<file path="src/rtl/fifo_prog_pkg.sv">
// Shared constants and sizing helper for the programmable-threshold FIFO.
package fifo_prog_pkg;

  localparam int DEFAULT_DATA_WIDTH = 8;
  localparam int DEFAULT_DEPTH      = 16;

  // Level counter must hold 0..Depth inclusive, hence one extra bit.
  function automatic int count_width(input int depth);
    return $clog2(depth) + 1;
  endfunction

endpackage

</file>
<file path="src/rtl/fifo_prog_mem.sv">
// FIFO storage: one synchronous write port, one asynchronous read port, no reset.
module fifo_prog_mem #(
  parameter int DataWidth = 8,
  parameter int Depth     = 16,
  parameter int AddrWidth = 4
) (
  input  logic                 clk,
  input  logic                 we,
  input  logic [AddrWidth-1:0] waddr,
  input  logic [DataWidth-1:0] wdata,
  input  logic [AddrWidth-1:0] raddr,
  output logic [DataWidth-1:0] rdata
);

  logic [DataWidth-1:0] mem_r [Depth];

  // Write port
  always_ff @(posedge clk) begin
    if (we) begin
      mem_r[waddr] <= wdata;
    end
  end

  assign rdata = mem_r[raddr];

endmodule

</file>
<file path="src/rtl/fifo_prog.sv">
// Synchronous FIFO with runtime almost-full/almost-empty thresholds and flush.
// Define FIFO_OUTREG_EN to add a registered output stage (2-cycle write-to-rvalid).
module fifo_prog
  import fifo_prog_pkg::*;
#(
  parameter int  DataWidth  = DEFAULT_DATA_WIDTH,
  parameter int  Depth      = DEFAULT_DEPTH,
  localparam int CountWidth = count_width(Depth)
) (
  input  logic                  clk_i,
  input  logic                  reset_i,
  input  logic                  wvalid_i,
  output logic                  wready_o,
  input  logic [DataWidth-1:0]  data_i,
  input  logic                  rready_i,
  output logic                  rvalid_o,
  output logic [DataWidth-1:0]  data_o,
  input  logic                  flush_i,
  input  logic [CountWidth-1:0] afull_thr_i,
  input  logic [CountWidth-1:0] aempty_thr_i,
  output logic [CountWidth-1:0] level_o,
  output logic                  is_full_o,
  output logic                  is_empty_o,
  output logic                  almost_full_o,
  output logic                  almost_empty_o
);

  localparam int AddrWidth = $clog2(Depth);
  localparam logic [CountWidth-1:0] DepthCount = CountWidth'(Depth);
  localparam logic [CountWidth-1:0] OneCount   = CountWidth'(1);
  localparam logic [CountWidth-1:0] ZeroCount  = CountWidth'(0);

  if (DataWidth < 1 || Depth < 2 || (Depth & (Depth - 1)) != 0) begin : g_bad_param
    $error("fifo_prog: DataWidth must be >= 1 and Depth a power of two >= 2");
  end

  logic [CountWidth-1:0] level_r;
  logic [AddrWidth-1:0]  wr_ptr_r;
  logic [AddrWidth-1:0]  rd_ptr_r;
  logic [DataWidth-1:0]  mem_rdata_s;
  logic                  wr_fire_s;
  logic                  rd_fire_s;
  logic                  mem_pop_s;

  assign is_full_o      = (level_r == DepthCount);
  assign is_empty_o     = (level_r == ZeroCount);
  assign almost_full_o  = (level_r >= afull_thr_i);
  assign almost_empty_o = (level_r <= aempty_thr_i);
  assign level_o        = level_r;

  // No pass-through when full: a same-cycle read never frees a slot for the write.
  assign wready_o  = reset_i & ~flush_i & ~is_full_o;
  assign wr_fire_s = wvalid_i & wready_o;
  assign rd_fire_s = rvalid_o & rready_i;

`ifdef FIFO_OUTREG_EN
  logic                  out_valid_r;
  logic [DataWidth-1:0]  out_data_r;
  logic [CountWidth-1:0] mem_count_s;

  // The output-stage word is part of level_r, so the array holds the remainder.
  assign mem_count_s = level_r - {{(CountWidth-1){1'b0}}, out_valid_r};
  assign mem_pop_s   = (mem_count_s != ZeroCount) && (!out_valid_r || rd_fire_s) && !flush_i;
  assign rvalid_o    = out_valid_r & ~flush_i;
  assign data_o      = out_data_r;

  // Output stage: refill from the array whenever it is empty or being drained
  always_ff @(posedge clk_i or negedge reset_i) begin
    if (!reset_i) begin
      out_valid_r <= 1'b0;
      out_data_r  <= {DataWidth{1'b0}};
    end else if (flush_i) begin
      out_valid_r <= 1'b0;
    end else if (mem_pop_s) begin
      out_valid_r <= 1'b1;
      out_data_r  <= mem_rdata_s;
    end else if (rd_fire_s) begin
      out_valid_r <= 1'b0;
    end
  end
`else
  assign mem_pop_s = rd_fire_s;
  assign rvalid_o  = ~is_empty_o & ~flush_i;
  assign data_o    = rvalid_o ? mem_rdata_s : {DataWidth{1'b0}};
`endif

  // Pointers and occupancy; flush overrides both handshakes
  always_ff @(posedge clk_i or negedge reset_i) begin
    if (!reset_i) begin
      level_r  <= ZeroCount;
      wr_ptr_r <= {AddrWidth{1'b0}};
      rd_ptr_r <= {AddrWidth{1'b0}};
    end else if (flush_i) begin
      level_r  <= ZeroCount;
      wr_ptr_r <= {AddrWidth{1'b0}};
      rd_ptr_r <= {AddrWidth{1'b0}};
    end else begin
      if (wr_fire_s) begin
        wr_ptr_r <= wr_ptr_r + {{(AddrWidth-1){1'b0}}, 1'b1};
      end
      if (mem_pop_s) begin
        rd_ptr_r <= rd_ptr_r + {{(AddrWidth-1){1'b0}}, 1'b1};
      end
      case ({wr_fire_s, rd_fire_s})
        2'b10:   level_r <= level_r + OneCount;
        2'b01:   level_r <= level_r - OneCount;
        default: level_r <= level_r;
      endcase
    end
  end

  fifo_prog_mem #(
    .DataWidth (DataWidth),
    .Depth     (Depth),
    .AddrWidth (AddrWidth)
  ) u_mem (
    .clk   (clk_i),
    .we    (wr_fire_s),
    .waddr (wr_ptr_r),
    .wdata (data_i),
    .raddr (rd_ptr_r),
    .rdata (mem_rdata_s)
  );

endmodule

</file>
<file path="config.mk">
export PLATFORM = sky130hd
export DESIGN_NAME = fifo_prog
export DESIGN_NICKNAME = d
export VERILOG_FILES = /design/src/rtl/fifo_prog_pkg.sv /design/src/rtl/fifo_prog_mem.sv /design/src/rtl/fifo_prog.sv
export SDC_FILE = /design/constraint.sdc
export NUM_CORES = 1
export LEC_CHECK = 0
export CORE_AREA = 2 2 109 111
export DETAILED_ROUTE_END_ITERATION = 8
export DIE_AREA = 0 0 111 113
export GPL_ROUTABILITY_DRIVEN = 0
export PLACE_DENSITY = 0.74
export SYNTH_ARGS = -nofsm -noshare
export SYNTH_HDL_FRONTEND = slang
export SYNTH_SLANG_ARGS = --single-unit
</file>
<file path="constraint.sdc">
create_clock -name clk_i -period 6.25 [get_ports clk_i]
set_input_delay 0.625 -clock clk_i [delete_from_list [all_inputs] [get_ports clk_i]]
set_output_delay 0.625 -clock clk_i [all_outputs]
set_load 0.005 [all_outputs]
</file>
==> results.md, run 1 <==
- Die height: 113 um
- Net switching power: 0.689 mW
- Initial DRT Pass Iterations: 4
- Synthesis-to-layout area growth: 18.2%
- Internal power: about 1.9 mW
- Vias: between 3k and 4k
- Antenna diode instance count: 0
- Post-DRT Antenna Nets: 0
- Part of the power in registers: between 40% and 50%
- Post_cts resized: 0
- Maximum VDD drop: 0.000193 V
- Clock skew: 0.0130 ns
- Port bufs: 41
- Gate Count Post-Synth: ~340
- Final-layout fill cell count: 769
- Syn. warnings: 0
- Setup crit end kind: output port
- Routed wire length: 12.6 mm
- Die W: 111 um
- Via/cell ratio: 5.94
- GRT Util Overall: 21.5%
- R2r worst-path depth: 9
- Post-synth cell types: 45
- RR Startpoint: level_o[1]$_DFFE_PN0P_
- Slew Limit Fails: 0
- Cell taking the most area after synthesis: edfxtp_1
- Flop and latch count out of synthesis: 141
- Htree depth: 4
- Top_reg_cell synth: edfxtp_1
- Critical Path Start: rd_ptr_r[0]$_DFFE_PN0P_
- Fraction of registers with async set/reset: 9.22%
- Hold-fix buffers, CTS: 0
- RSZ-0062 raised after global routing: false
- Fmax: between 0.2 and 0.3 GHz
- Tmin final: 3.85 ns
- Final setup vio count: 0
- Comb pwr share: 20.4%
- Sequential-to-total area share from yosys stat: 68.2%
- Cell Area, Synth: 0.00611 sq mm
- Wirelength per Cell: 23.2 um
- Residual DRC: 0
- Power share of the clock group: a little under two fifths
- Clk Latency, worst-skew pair: 0.41 ns
- Clock transition at path regs: 0.06 ns
- CORE AREA: between 0.01 and 0.015 sq mm
- Number of global-route vias before repair: 3327
- Hold WC Path Type: in -> async
- Cts bufs inserted: 17
- Row cnt: 39
- Worst endpoint required time: about 5.6 ns
- Synth top area share: 62.9%
- Rel. slew slack: 13.1%
- PnR Total Power: around 2.6 mW
- Final hold slack: between 0.6 and 0.7 ns
- TNS Setup: 0 ns
- First-pass GRT wire length: 19.6 mm
- Sw frac: a little over a quarter
- Initial DRC count: 323
- Die area: between 0.01 and 0.015 sq mm
- Pin count of the biggest net entering global routing: 35
- Area contributors post-synth: edfxtp_1 (63%), mux4_2 (15%), dfrtp_1 (5.3%), ha_1 (3.5%), nor2b_1 (1.2%)
- Initial antenna violation count: 0
- Period utilization: 61.7%
- Pwr Density: roughly 370 mW/mm^2
- Layout cell share with drive strength beyond 1: 20.0%
- CP Data Arrival Time: ~3.2 ns
- Status: complete, no violations
- Tightest Pin Transition: 1.29 ns
- Initial Utilization: a little over half
- Critical Path Source Type: flip-flop
- Syn_area_per_cell: 17.8 sq um
- Static leakage: between 2 and 2.5 nW
- RR Endpoint: level_o[4]$_DFFE_PN0P_
- Critical path class: reg -> out
- Post-CTS Setup Inserts: 0
- Clock Sinks: around 140
- Crit-path max FO: 23
- Root Driver: clkbuf_16
- Crit path to: data_o[4]
- Max cap viols: 0
- Post-synth EDFFs: 128
- Hold Fails Final Rpt: 0
- Maximum clock insertion buffer count: 2
- Syn nets: 384
- Total grt overflow: 0
- Top Ports: 42
- Detailed-placement wirelength estimate: 8.09 mm
- R2R Setup Slk: 3.38 ns
- CTS tree: yes
- Nets@finish: between 400 and 500
per-stage QoR:
stage	cells	instance area, sq um	util (%)	setup slack (ns)
after floorplan	344	6110	-	3.68
after global placement	512	6630	58.8	2.53
after detailed placement	512	6630	58.8	2.44
after CTS	544	7220	64.0	2.32
after global routing	544	7220	64.0	2.22
final	544	7220	64.0	2.40
worst max-delay path: stages, from the launching register on:
cell and delay (ns):
dfrtp_2 0.62, buf_4 0.49, mux4_2 0.59, mux4_2 0.47, nor2b_1 0.16, clkdlybuf4s50_1 0.47
registers in the layout, summed over array words and instances (netlist names):
name         cells
level_o          5
rd_ptr_r         4
u_mem.mem_r    128
wr_ptr_r         4
cell usage after synthesis, types with 5 or more instances:
master,instances
a21o_1,5
a21oi_1,6
clkbuf_1,10
dfrtp_1,13
edfxtp_1,128
ha_1,17
inv_1,18
mux4_2,40
nand2_1,12
nand3_1,6
nor2_1,15
nor2b_1,12
nor3_1,8
xor2_1,5
worst min-delay path by stage:
stage               slack, ns  cells past startpoint                       to
finish                   0.64                      1   level_o[3]$_DFFE_PN0P_
detailed placement       0.62                      2  wr_ptr_r[0]$_DFFE_PN0P_
global placement         0.62                      2  wr_ptr_r[0]$_DFFE_PN0P_
floorplan                0.33                      0   level_o[0]$_DFFE_PN0P_
global route             0.66                      1   level_o[3]$_DFFE_PN0P_
CTS                      0.64                      1   level_o[3]$_DFFE_PN0P_
routing by layer:
metal / up-vias / track usage [%] / routed length, um
met5: - / 0 / 0
met4: 0 / 6.67 / 89
met3: 6 / 5.52 / 802
met2: 93 / 34.8 / 6450
met1: 1690 / 29.3 / 5300
li1: 1445 / - / -
power groups by stage:
stage / registers, mW / logic [mW] / clock network [mW]
finish: 1.12 / 0.537 / 0.985
floorplan: 1.09 / 0.386 / 0
global route: 1.12 / 0.585 / 1.03
global placement: 1.13 / 0.532 / 0
CTS: 1.12 / 0.545 / 0.999
detailed placement: 1.14 / 0.540 / 0
final cells by class:
cell class,instances,area [sq um],area share (%)
Timing Repair Buffer,43,425,5.89
Tap cell,143,179,2.48
Inverter,18,67.6,0.936
Multi-Input combinational cell,167,1790,24.8
Sequential cell,141,4170,57.8
Clock inverter,15,163,2.25
Clock buffer,17,425,5.89
cell usage in the layout, fill, tap and decap left out, types with 6 or more instances in the layout:
| cell type | count |
|---|---|
| a21oi_1 | 6 |
| clkbuf_16 | 17 |
| clkdlybuf4s50_1 | 41 |
| dfrtp_1 | 12 |
| edfxtp_1 | 128 |
| ha_1 | 17 |
| inv_1 | 18 |
| mux4_2 | 40 |
| nand2_1 | 12 |
| nand3_1 | 6 |
| nor2_1 | 15 |
| nor2b_1 | 12 |
| nor3_1 | 8 |
kinds of logic after synthesis:
logic type               share of synthesized area (%)
buffers and inverters                             2.48
AO/OA/AOI/OAI                                     3.40
adder cells (fa/ha/maj)                           3.48
XOR/XNOR                                          1.00
multiplexers                                      15.1
AND/OR/NAND/NOR                                   6.31
flip-flops                                        68.2
No activity file was read; power rests on OpenSTA's default activity.
==> inputs of run 2 (changes only) <==
==> constraint.sdc (replaced) <==
create_clock -name clk_i -period 3.56 [get_ports clk_i]
set_input_delay 0.356 -clock clk_i [delete_from_list [all_inputs] [get_ports clk_i]]
set_output_delay 0.356 -clock clk_i [all_outputs]
set_load 0.005 [all_outputs]
==> results.md, run 2 (synthesis results as in run 1) <==
- CP most frequent cell: mux4_2
- Port bufs: 41
- Critical Path Source Type: flip-flop
- Setup WS post-layout: 0.266 ns
- Row cnt: 39
- Max reg flops: 128
- Nets@finish: 441
- Detailed-placement wirelength estimate: 7.85 mm
- Seq. cell area: 0.00417 sq mm
- Post-CTS Setup Inserts: 0
- GRT Util Overall: 21.4%
- Residual DRC: 0
- Critical Path Max Stage Delay: roughly 0.66 ns
- Cts bufs inserted: 17
- Initial antenna violation count: 0
- Pin count of the biggest net entering global routing: 35
- Root Driver: clkbuf_16
- DP Worst Slack: 0.555 ns
- Rel. slew slack: 41.0%
- Total grt overflow: 0
- Max cap viols: 0
- Critical path class: reg -> out
- Tmin final: 3.29 ns
- Tightest Pin Transition: 0.881 ns
- Commonest non-fill, non-tap cell in the layout: edfxtp_1
- Post-DRT Antenna Nets: 0
- Clock Sinks: ~140
- Fmax: 0.304 GHz
- Top Ports: 42
- Die area: about 0.013 sq mm
- Clock transition at path regs: approximately 0.06 ns
- Reg with most FFs: u_mem.mem_r
- Hold Fails Final Rpt: 0
- Vias: about 3.4k
- Hold WC Path Type: in -> async
- Area of the multi-input gates: around 0.0018 sq mm
- Fin util: 64.9%
- Status: complete, no violations
- Pwr Density: 626 mW/mm^2
- TNS Setup: 0 ns
- CP Data Arrival Time: 2.94 ns
- Wirelength per Cell: between 20 and 25 um
- Via/cell ratio: 6.03
- CP max stage cell: dfrtp_2
- Clk Latency, worst-skew pair: 0.41 ns
- Slew Limit Fails: 0
- PnR Total Power: 4.58 mW
- Most frequent cells in the layout: edfxtp_1 (128), clkdlybuf4s50_1 (41), mux4_2 (40)
- Final-layout fill cell count: 732
- Number of global-route vias before repair: 3397
- Clock skew: 0.00886 ns
- Die W: 111 um
- First-pass GRT wire length: 19.6 mm
- R2r worst-path depth: 9
- Htree depth: 4
- Setup crit end kind: output port
- Initial DRT Pass Iterations: 7
- Synthesis-to-layout area growth: 19.7%
- Final hold slack: 0.259 ns
- Final setup vio count: 0
- CTS tree: yes
- Period utilization: 92.5%
- Post_cts resized: 0
- Antenna diode instance count: 0
- Initial Utilization: between 50 and 60%
- Static leakage: 2.50 nW
- Maximum clock insertion buffer count: 2
- Maximum VDD drop: about 0.00041 V
- CORE AREA: 0.0113 sq mm
- Hold-fix buffers, CTS: 0
- Crit-path max FO: 13
- Layout cell share with drive strength beyond 1: around 22%
- Crit path cell chain: buf_12 -> mux4_2 -> mux4_2 -> nor2b_1 -> clkdlybuf4s50_1
- Die height: 113 um
- Routed wire length: ~13 mm
- RSZ-0062 raised after global routing: false
- Worst endpoint required time: 3.20 ns
- Initial DRC count: 358
- R2R Setup Slk: ~0.67 ns
## run 2: final cells by class
| class | instances | area share [%] |
|---|---|---|
| inverter | 18 | 0.924 |
| clock buffer | 18 | 5.87 |
| timing repair buffer | 56 | 7.49 |
| multi-input combinational | 167 | 24.5 |
| clock inverter | 14 | 1.81 |
| tap | 143 | 2.45 |
| sequential | 141 | 57.0 |
## run 2: critical path: cells and delay by family, from the launching register on
kind          cells  cell delay, ns
simple gates      1            0.16
buf+inv           2            0.72
flops             1            0.66
mux               2            0.98
## run 2: report_power, final
group,internal (mW),switching [mW],leakage (nW)
combinational,0.576,0.384,0.908
sequential,1.84,0.121,1.33
clock,0.972,0.688,0.262
## run 2: worst paths after layout
path | start | end
worst max-delay path | rd_ptr_r[0]$_DFFE_PN0P_ | data_o[3]
worst max register to register | level_o[1]$_DFFE_PN0P_ | level_o[4]$_DFFE_PN0P_
worst min-delay path | reset_i | wr_ptr_r[0]$_DFFE_PN0P_
max in group asynchronous | reset_i | rd_ptr_r[0]$_DFFE_PN0P_
min in group clk_i | wr_ptr_r[0]$_DFFE_PN0P_ | wr_ptr_r[0]$_DFFE_PN0P_
worst min register to register | wr_ptr_r[0]$_DFFE_PN0P_ | wr_ptr_r[0]$_DFFE_PN0P_
## run 2: layer usage
| layer | vias to the layer above | GRT usage (%) | wire [um] | part of all wire [%] |
|---|---|---|---|---|
| met5 | - | 0 | 0 | 0 |
| met3 | 10 | 5.57 | 765 | 6.1 |
| met1 | 1728 | 30.3 | 5510 | 44 |
| li1 | 1478 | - | - | - |
| met2 | 143 | 33.5 | 6140 | 49 |
| met4 | 0 | 6.00 | 117 | 0.93 |
## run 2: through the flow
stage          instance area, sq um  std cells
4_1_cts                        7320        557
3_3_place_gp                   6750        525
3_5_place_dp                   6750        525
2_1_floorplan                  6110        344
5_1_grt                        7320        557
6_report                       7320        557
